$ cat config.mk
export PLATFORM = sky130hd
export DESIGN_NAME = instr_fetch_flat
export DESIGN_NICKNAME = d
export VERILOG_FILES = /design/src/rtl/instr_fetch_if.sv /design/src/rtl/instr_fetch.sv /design/src/flat_wrapper.sv
export SDC_FILE = /design/constraint.sdc
export NUM_CORES = 1
export LEC_CHECK = 0
export BUFFER_PORTS_ARGS = -buffer_cell sky130_fd_sc_hd__buf_2
export CAP_MARGIN = 20
export CORE_MARGIN = 8
export CORE_UTILIZATION = 52
export DETAILED_ROUTE_END_ITERATION = 10
export GPL_TIMING_DRIVEN = 0
export PLACE_DENSITY = 0.71
export REMOVE_ABC_BUFFERS = 1
export SYNTH_ARGS = -nofsm -noshare
export SYNTH_HDL_FRONTEND = slang
export SYNTH_SLANG_ARGS = --single-unit
export TNS_END_PERCENT = 1
$ cat constraint.sdc
create_clock -name clk -period 3.1 [get_ports clk]
set_input_delay 0.155 -clock clk [delete_from_list [all_inputs] [get_ports clk]]
set_output_delay 0.155 -clock clk [all_outputs]
set_load 0.05 [all_outputs]
$ cat src/rtl/instr_fetch_if.sv
// instr_fetch_if: host and datapath signals of the program sequencer.
// The host side drives program, init and control; the sequencer drives the rest.
interface instr_fetch_if #(
   parameter int ADDR_W = 6
);
   logic              prog_we;
   logic [ADDR_W-1:0] prog_addr;
   logic [15:0]       prog_data;
   logic              init_we;
   logic [3:0]        init_addr;
   logic [15:0]       init_data;
   logic              start;
   logic              stall;
   logic [15:0]       Instruction;
   logic [15:0]       DataInit;
   logic              InitSel;
   logic [ADDR_W-1:0] pc;
   logic              running;
   logic              halted;
   logic [15:0]       issue_count;

   modport master (
      output prog_we, prog_addr, prog_data,
      output init_we, init_addr, init_data,
      output start, stall,
      input  Instruction, DataInit, InitSel,
      input  pc, running, halted, issue_count
   );

   modport slave (
      input  prog_we, prog_addr, prog_data,
      input  init_we, init_addr, init_data,
      input  start, stall,
      output Instruction, DataInit, InitSel,
      output pc, running, halted, issue_count
   );
endinterface

$ cat src/rtl/instr_fetch.sv
// instr_fetch: program sequencer feeding the register-file/ALU datapath.
// Loads a program, performs register-init writes, then issues one word per cycle.
module instr_fetch #(
   parameter int          ADDR_W    = 6,
   parameter logic [15:0] NOP_INSTR = 16'h7000,
   parameter logic [3:0]  WR_OP     = 4'h0,
   parameter logic [3:0]  HALT_OP   = 4'hF,
   parameter logic [3:0]  JMP_OP    = 4'hE
) (
   input logic         clk,
   input logic         reset,
   instr_fetch_if.slave bus
);

   localparam int DEPTH = 1 << ADDR_W;
   localparam logic [ADDR_W-1:0] LAST = '1;

   typedef enum logic [1:0] {
      IDLE,
      RUN,
      HALT
   } state_t;

   state_t            state, state_nxt;
   logic [15:0]       mem [0:DEPTH-1];
   logic [ADDR_W-1:0] pc_q, pc_nxt;
   logic [15:0]       instr_q, instr_nxt;
   logic [15:0]       data_q, data_nxt;
   logic              sel_q, sel_nxt;
   logic [15:0]       cnt_q, cnt_nxt;
   logic [15:0]       word;
   logic [3:0]        op;

   // Combinational fetch of the word at the current pc.
   assign word = mem[pc_q];
   assign op   = word[15:12];

   // Host program writes; locked out while a program is executing.
   always_ff @(posedge clk) begin
      if (bus.prog_we && state != RUN)
         mem[bus.prog_addr] <= bus.prog_data;
   end

   // State and registered outputs.
   always_ff @(posedge clk) begin
      if (reset) begin
         state   <= IDLE;
         pc_q    <= '0;
         instr_q <= NOP_INSTR;
         data_q  <= '0;
         sel_q   <= 1'b1;
         cnt_q   <= '0;
      end else begin
         state   <= state_nxt;
         pc_q    <= pc_nxt;
         instr_q <= instr_nxt;
         data_q  <= data_nxt;
         sel_q   <= sel_nxt;
         cnt_q   <= cnt_nxt;
      end
   end

   // Next state: start/init handling when parked, fetch/issue when running.
   always_comb begin
      state_nxt = state;
      pc_nxt    = pc_q;
      instr_nxt = NOP_INSTR;
      data_nxt  = data_q;
      sel_nxt   = 1'b1;
      cnt_nxt   = cnt_q;
      unique case (state)
         IDLE, HALT: begin
            if (bus.start) begin
               state_nxt = RUN;
               pc_nxt    = '0;
               cnt_nxt   = '0;
            end else if (bus.init_we) begin
               instr_nxt = {WR_OP, bus.init_addr, 8'h00};
               data_nxt  = bus.init_data;
               sel_nxt   = 1'b0;
            end
         end
         RUN: begin
            if (bus.stall) begin
               instr_nxt = NOP_INSTR;
            end else if (op == HALT_OP) begin
               state_nxt = HALT;
            end else if (op == JMP_OP) begin
               pc_nxt = word[ADDR_W-1:0];
            end else begin
               instr_nxt = word;
               if (cnt_q != 16'hFFFF)
                  cnt_nxt = cnt_q + 16'd1;
               if (pc_q == LAST)
                  state_nxt = HALT;
               else
                  pc_nxt = pc_q + 1'b1;
            end
         end
         default: begin
            state_nxt = IDLE;
         end
      endcase
   end

   assign bus.Instruction = instr_q;
   assign bus.DataInit    = data_q;
   assign bus.InitSel     = sel_q;
   assign bus.pc          = pc_q;
   assign bus.issue_count = cnt_q;
   assign bus.running     = (state == RUN);
   assign bus.halted      = (state == HALT);

endmodule
$ cat src/flat_wrapper.sv
// flat-port wrapper written by rule: the top's interface ports become plain ports
module instr_fetch_flat 
#(
   parameter int          ADDR_W    = 6,
   parameter logic [15:0] NOP_INSTR = 16'h7000,
   parameter logic [3:0]  WR_OP     = 4'h0,
   parameter logic [3:0]  HALT_OP   = 4'hF,
   parameter logic [3:0]  JMP_OP    = 4'hE
)
  (clk, reset, bus_prog_we, bus_prog_addr, bus_prog_data, bus_init_we, bus_init_addr, bus_init_data, bus_start, bus_stall, bus_Instruction, bus_DataInit, bus_InitSel, bus_pc, bus_running, bus_halted, bus_issue_count);
  instr_fetch_if #(.ADDR_W(ADDR_W)) bus_i ();
  input logic clk;
  input logic reset;
  input wire logic [$bits(bus_i.prog_we)-1:0] bus_prog_we;
  input wire logic [$bits(bus_i.prog_addr)-1:0] bus_prog_addr;
  input wire logic [$bits(bus_i.prog_data)-1:0] bus_prog_data;
  input wire logic [$bits(bus_i.init_we)-1:0] bus_init_we;
  input wire logic [$bits(bus_i.init_addr)-1:0] bus_init_addr;
  input wire logic [$bits(bus_i.init_data)-1:0] bus_init_data;
  input wire logic [$bits(bus_i.start)-1:0] bus_start;
  input wire logic [$bits(bus_i.stall)-1:0] bus_stall;
  output wire logic [$bits(bus_i.Instruction)-1:0] bus_Instruction;
  output wire logic [$bits(bus_i.DataInit)-1:0] bus_DataInit;
  output wire logic [$bits(bus_i.InitSel)-1:0] bus_InitSel;
  output wire logic [$bits(bus_i.pc)-1:0] bus_pc;
  output wire logic [$bits(bus_i.running)-1:0] bus_running;
  output wire logic [$bits(bus_i.halted)-1:0] bus_halted;
  output wire logic [$bits(bus_i.issue_count)-1:0] bus_issue_count;
  assign bus_i.prog_we = bus_prog_we;
  assign bus_i.prog_addr = bus_prog_addr;
  assign bus_i.prog_data = bus_prog_data;
  assign bus_i.init_we = bus_init_we;
  assign bus_i.init_addr = bus_init_addr;
  assign bus_i.init_data = bus_init_data;
  assign bus_i.start = bus_start;
  assign bus_i.stall = bus_stall;
  assign bus_Instruction = bus_i.Instruction;
  assign bus_DataInit = bus_i.DataInit;
  assign bus_InitSel = bus_i.InitSel;
  assign bus_pc = bus_i.pc;
  assign bus_running = bus_i.running;
  assign bus_halted = bus_i.halted;
  assign bus_issue_count = bus_i.issue_count;
  instr_fetch #(.ADDR_W(ADDR_W), .NOP_INSTR(NOP_INSTR), .WR_OP(WR_OP), .HALT_OP(HALT_OP), .JMP_OP(JMP_OP)) u_core (.clk(clk), .reset(reset), .bus(bus_i));
endmodule
==> impl_metrics.toml, run 1 <==
[cells_and_area]
final_layout_size_suffix_gt1_share_pct = 36.0
multi_input_area_mm2 = 0.00971
layout-area-overhead-vs-synth_pct = 19.3
finish.utilization_pct = 62.4
num-fill-cells = 5186
final-seq-area_mm2 = 0.0320
fin_nets = 2269

[critical_path]
cpPeakStageDelay_ps = 510
cp_slowest_cell = "mux4_2"
crit_chain = "buf_16, buf_16, mux4_2, mux4_2, o211ai_1, buf_4, a222oi_1, buf_4, buf_4, buf_4, a211o_4, or4_4, o211ai_1"
crit_path_end_kind = "flop"
critPathMostFrequentCell = "buf_4"
rr_endpoint = "u_core.bus.issue_count[11]$_SDFFE_PP0P_"
required_ps = 3680
worst-r2r-setup-slack_ps = -550
critPathLaunchType = "flop"
crit_type = "flop to flop"
cp_max_fo = 5
critPathArrivalTime_ps = 4220
worstRegToRegCells = 13

[die]
ios = 105
fp.coreArea_mm2 = 0.0803
dieArea_mm2 = 0.0902
rows = 104
die_w_um = 300
die_y_um = 300
start_util_pct = 52.3

[timing]
worst_slack_ps = -546
setup_viol = 44
worstMarginPinSlew_ps = 783
hold_viol = 0
hold_ws_ps = 7.42
period_needed_ps = 3650
fin_skew_ps = 37.6
fin_crit_sh_pct = 118
slew_viol_final = 0
fmax_mhz = 274
maxSlewHeadroom_pct = 47.7
rsz0062_at_grt = "yes"

[cts]
cts_buffer_depth = 3
cts_tree = "built"
cts_sinks = 1087
root_buffer = "clkbuf_16"
cts.clk_slew.worst_paths_ps = 60
worstSkewPairLatency_ps = 680
cts_max_level = 3
cts_buffers = 104

[synthesis]
yosys_warnings = 0
syn_avg_cell_area_um2 = 22.1
yosysUniqueCellTypes = 64
ys_ff_latch = 1087
synth_edf_count = 1024
ys_seq_area_share_pct = 76.2
netlist_area_mm2 = 0.0420
syn_inst = 1905
ys.flop_type = "edfxtp_1"
synth_async_sr_flop_share_pct = 0

[global_routing]
grt_busiest_layer = "met2"
grt_start_max_net_pins = 65
grt_pass1_vias = 21500
grt_pass1_wl_um = 149000
grt_util_all_layers_pct = 22.8
grt_overflow = 0
grt_use_met1_pct = 30.2
grt_util_met3_pct = 5.98
grt_use_met2_pct = 36.8
antenna_found_initial = 10

[run_status]
violations = "design-rule violations, negative setup slack"
status = "complete, but fails checks"

[hold_path]
min-delay-path-class = "input port to flop"
holdPathEnd = "u_core.mem[32][2]$_DFFE_PP_"
hold_start = "bus_prog_data[2]"
holdPathStages = 1

[drt]
wl_per_cell_um = 30.9
drt_iter0_markers = 2569
viasPerCell = 6.33
drcViolationCount = 2
wirelength_um = 104000
ant_nets = 0
dr.pass1.iters = 9
vias = 21300

[pwr]
irDropWorstVdd_uv = 489
p_per_area_mw_per_mm2 = 607
p_leak_uw = 0.0158

[placed_design]
port_buffers = 104
post-dp-hpwl_um = 60800
place_congestion = 0.820

[flow_run]
max_cap_violations = 0
flip-flops by register name (all words and copies together), names as in the netlist, named ones only:
register / cells
u_core.bus.DataInit: 16
u_core.bus.InitSel: 1
u_core.bus.Instruction: 16
u_core.bus.issue_count: 16
u_core.bus.pc: 6
u_core.mem: 1024
u_core.state: 2
what timing repair did:
item | in CTS | in global routing
hold buffers | 27 | 12
pin swaps | 12 | 6
setup buffers | 53 | 4
endpoints found under the setup margin | 46 | 167
resized for setup | 42 | 15
hold endpoints to repair | 32 | 154
gates cloned | 12 | 0
where the power goes:
group	switching (uW)	internal, uW	leakage [uW]
sequential	29.5	16100	0.00972
clock	5370	7370	0.00168
combinational	891	670	0.00444
total	6290	24100	0.0158
cells in the final DEF, fill, tap and decap left out, types with 5 or more instances in the layout:
master and instances:
edfxtp_1 1024, mux4_2 309, clkbuf_16 105, buf_2 105
nand2_1 78, nor2_2 64, dfxtp_1 58, buf_8 56
mux2i_1 40, dlygate4sd3_1 39, buf_4 28, a21oi_1 27
nor2_1 23, buf_6 23, buf_16 22, buf_12 21
clkinv_1 17, clkinv_2 17, nand3_1 16, clkbuf_1 16
bufinv_16 13, and2_1 12, nand2b_1 11, o211ai_1 11
and3_1 9, bufbuf_16 9, o21ai_0 8, nand4_1 8
nor2b_1 6, mux4_1 5, inv_1 5
synthesized netlist by cell type, types with 7 or more instances:
| cell type | n | share of area (%) |
|---|---|---|
| edfxtp_1 | 1024 | 73 |
| mux4_2 | 308 | 17 |
| nor2_1 | 88 | 0.79 |
| nand2_1 | 78 | 0.70 |
| dfxtp_1 | 63 | 3.0 |
| mux2i_1 | 41 | 0.98 |
| clkbuf_1 | 36 | 0.32 |
| buf_2 | 30 | 0.36 |
| a21oi_1 | 28 | 0.33 |
| nand3_1 | 16 | 0.19 |
| buf_4 | 14 | 0.25 |
| and2_1 | 12 | 0.18 |
| nand2b_1 | 12 | 0.18 |
| o211ai_1 | 11 | 0.20 |
| o21ai_0 | 11 | 0.13 |
| and3_1 | 9 | 0.13 |
| buf_6 | 9 | 0.24 |
| nand4_1 | 8 | 0.12 |
| nor2b_1 | 7 | 0.10 |
cell families after synthesis:
kind of cell / count (synthesis) / synth area share (%)
muxes: 358 / 17.9
DFF: 1087 / 76.2
AOI/OAI and AO/OA: 97 / 1.58
adders and majority gates: 2 / 0.0595
and+or+nand+nor: 252 / 2.78
xor gates and xnor gates: 4 / 0.0834
buffers and inverters: 105 / 1.39
how the worst max path moves through the flow:
stage / slack, ps / to / from
2_1_floorplan: -11190 / flop / flop
3_3_place_gp: -17110 / flop / flop
3_5_place_dp: -1990 / flop / flop
4_1_cts: -340 / u_core.bus.issue_count[11]$_SDFFE_PP0P_ / flop
5_1_grt: -590 / u_core.bus.issue_count[11]$_SDFFE_PP0P_ / flop
6_report: -550 / u_core.bus.issue_count[11]$_SDFFE_PP0P_ / flop
stage by stage:
step           total power, uW  std cells  setup WS [ps]  area (um^2)  TNS [ps]
2_1_floorplan            17400       1808         -11190        41500   -501390
3_3_place_gp             18000       2972         -17110        43300  -1075410
3_5_place_dp             17800       3050          -1990        44800    -73810
4_1_cts                  30500       3327           -337        49600     -7410
5_1_grt                  31200       3360           -588        50100    -23650
6_report                 30400       3363           -546        50100    -14890
metal layers:
layer  vias up  part of all wire [%]
met5         -                 0.064
met4        10                   3.7
met3       248                    11
met2      1237                    48
met1     11100                    38
li1       8656                     -
cell type report:
cell class / instances / area share (%)
inverter: 8 / 0.0949
multi-input combinational: 714 / 19.4
clock inverter: 60 / 1.43
sequential: 1087 / 63.9
antenna: 4 / 0.0200
timing repair buffer: 304 / 7.09
tap: 1060 / 2.65
clock buffer: 126 / 5.45
critical path: cells and delay by family, from the launching register on:
family          cells  cell delay [ps]
mux                 2             1020
buf+inv             6              960
compound gates      4              780
simple gates        1              420
flops               1              390
Note: power is estimated with default switching activity, not from simulation.
==> run 2, diff against run 1 <==
- PLACE_DENSITY: 0.71 -> 0.68
- clock period: 3.1 -> 3.9 ns (I/O delays scaled with it)
==> run 2 against run 1 <==
Compared with the run above:
- the run now ends clean
- non-clock buffer count down 41
- die area did not move
- global-route usage shrank 0.52 points
- sequential power fell by 20%
- combinational power is 24% lower
- flip-flop and latch count unchanged
- largest cell class unchanged
==> impl_metrics.toml, run 2 (same netlist as run 1, synthesis figures left out) <==
[timing]
fin_crit_sh_pct = 97.6
rsz0062_at_grt = "yes"
setup_viol = 0
setup_tns_ps = 0
fmax_mhz = 263
slew_viol_final = 0
maxSlewHeadroom_pct = 32.7
fin_skew_ps = 45.5
hold_viol = 0
worstMarginPinSlew_ps = 1010
period_needed_ps = 3810

[global_routing]
grt_pass1_vias = 21200
antenna_found_initial = 5
grt_overflow = 0
grt_util_all_layers_pct = 22.2
grt_start_max_net_pins = 65
grt_pass1_wl_um = 146000

[cts]
cts_sinks = 1087
cts_tree = "built"
cts_buffer_depth = 3
cts_max_level = 3
cts_buffers = 108
root_buffer = "clkbuf_16"
worstSkewPairLatency_ps = 690
cts.clk_slew.worst_paths_ps = 60

[placed_design]
post-dp-hpwl_um = 61700
place_congestion = 0.862
port_buffers = 104

[drt]
ant_nets = 0
drt_iter0_markers = 2225
vias = 20900
routed-wl-met3_um = 9220
dr.pass1.iters = 5
wirelength_um = 102000
top_layer_used = "met5"
wl_per_cell_um = 30.6
wl_met2_um = 49200
viasPerCell = 6.27
drcViolationCount = 0
met1Wirelength_um = 40700

[cells_and_area]
final_layout_size_suffix_gt1_share_pct = 34.5
final_cell_mix = "edfxtp_1, mux4_2, clkbuf_16"
layout-area-overhead-vs-synth_pct = 18.4
regMostFlops = "u_core.mem"
finish.utilization_pct = 62.0
layout_commonest_cell = "edfxtp_1"
largest_register_ffs = 1024
fin_nets = 2232
num-fill-cells = 5324

[flow_run]
max_cap_violations = 0

[critical_path]
cp_max_fo = 12
crit_type = "flop to flop"
required_ps = 4460
critPathLaunchType = "flop"
worstRegToRegCells = 14
critPathArrivalTime_ps = 4370
worst-r2r-setup-slack_ps = 90
crit_path_end_kind = "flop"

[hold_path]
hold_start = "bus_prog_data[1]"
holdPathEnd = "u_core.mem[51][1]$_DFFE_PP_"
min-delay-path-class = "input port to flop"
holdPathStages = 1

[die]
ios = 105
die_w_um = 300
fp.coreArea_mm2 = 0.0803
rows = 104
dieArea_mm2 = 0.0902
start_util_pct = 52.3
die_y_um = 300

[run_status]
status = "completed"

[pwr]
p_per_area_mw_per_mm2 = 487
irDropWorstVdd_uv = 373
p_leak_uw = 0.0156
run 2: cell count changes in the layout (fill, tap and decap cells not counted), sizes merged:
cell,before,now
buf,255,219
bufbuf,9,6
bufinv,13,11
clkbuf,127,144
clkinv,44,48
clkinvlp,4,3
diode,4,5
dlygate4sd3,39,32
inv,7,12
run 2: per-layer routing:
metal | track usage (%) | up-vias
met1 | 30.6 | 11100
met5 | 1.73 | -
li1 | - | 8612
met4 | 6.25 | 6
met3 | 5.51 | 200
met2 | 35.4 | 1030
run 2: metrics by stage:
| stage | power [uW] | area (um^2) | cells | hold WS [ps] | worst slack, ps |
|---|---|---|---|---|---|
| CTS | 24300 | 49100 | 3302 | 94.4 | 25.3 |
| detailed placement | 14100 | 45000 | 3054 | 426 | -1370 |
| global placement | 14300 | 43300 | 2972 | 425 | -16720 |
| global route | 24900 | 49700 | 3338 | -1.72 | -48.3 |
| finish | 24200 | 49800 | 3341 | 2.87 | 94.1 |
| floorplan | 13800 | 41500 | 1808 | 264 | -10390 |
run 2: final cells by class:
cell class | instances | area (um^2) | share of cell area [%]
clock inverters | 66 | 664 | 1.34
flip-flops and latches | 1087 | 32000 | 64.4
clock buffers | 138 | 2840 | 5.70
inverters | 8 | 47.5 | 0.0956
well taps | 1060 | 1330 | 2.67
multi-input cells | 714 | 9660 | 19.4
diodes | 5 | 12.5 | 0.0251
repair buffers | 263 | 3180 | 6.39
run 2: worst max-delay path, cell delays in order, from the launching register on:
cell and delay [ps]:
dfxtp_4 440, buf_16 210, buf_16 170, mux2i_1 90
mux4_2 510, a22oi_1 190, nand4_1 120, buf_4 230
a222oi_1 380, buf_4 240, buf_2 190, buf_2 180
a21o_2 240, a32o_4 240, mux2i_1 260
run 2: power breakdown:
part           internal (uW)  switching [uW]
clock network           5890            4340
logic                    494             693
registers              12800            24.7
total                  19200            5060
run 2: worst max path at each step:
stage               cells past startpoint                                       to  from
floorplan                               8                                     flop  flop
global placement                        7                                     flop  flop
detailed placement                     13                                     flop  flop
CTS                                    13  u_core.bus.issue_count[15]$_SDFFE_PP0P_  flop
global route                           13                                     flop  flop
finish                                 14                                     flop  flop
run 2: timing repair:
item	CTS	global route
hold buffers	23	9
setup endpoints to repair	44	37
pin swaps	4	3
hold endpoints to repair	26	111
resized for setup	15	9
setup buffers	14	3
cloned	7	6
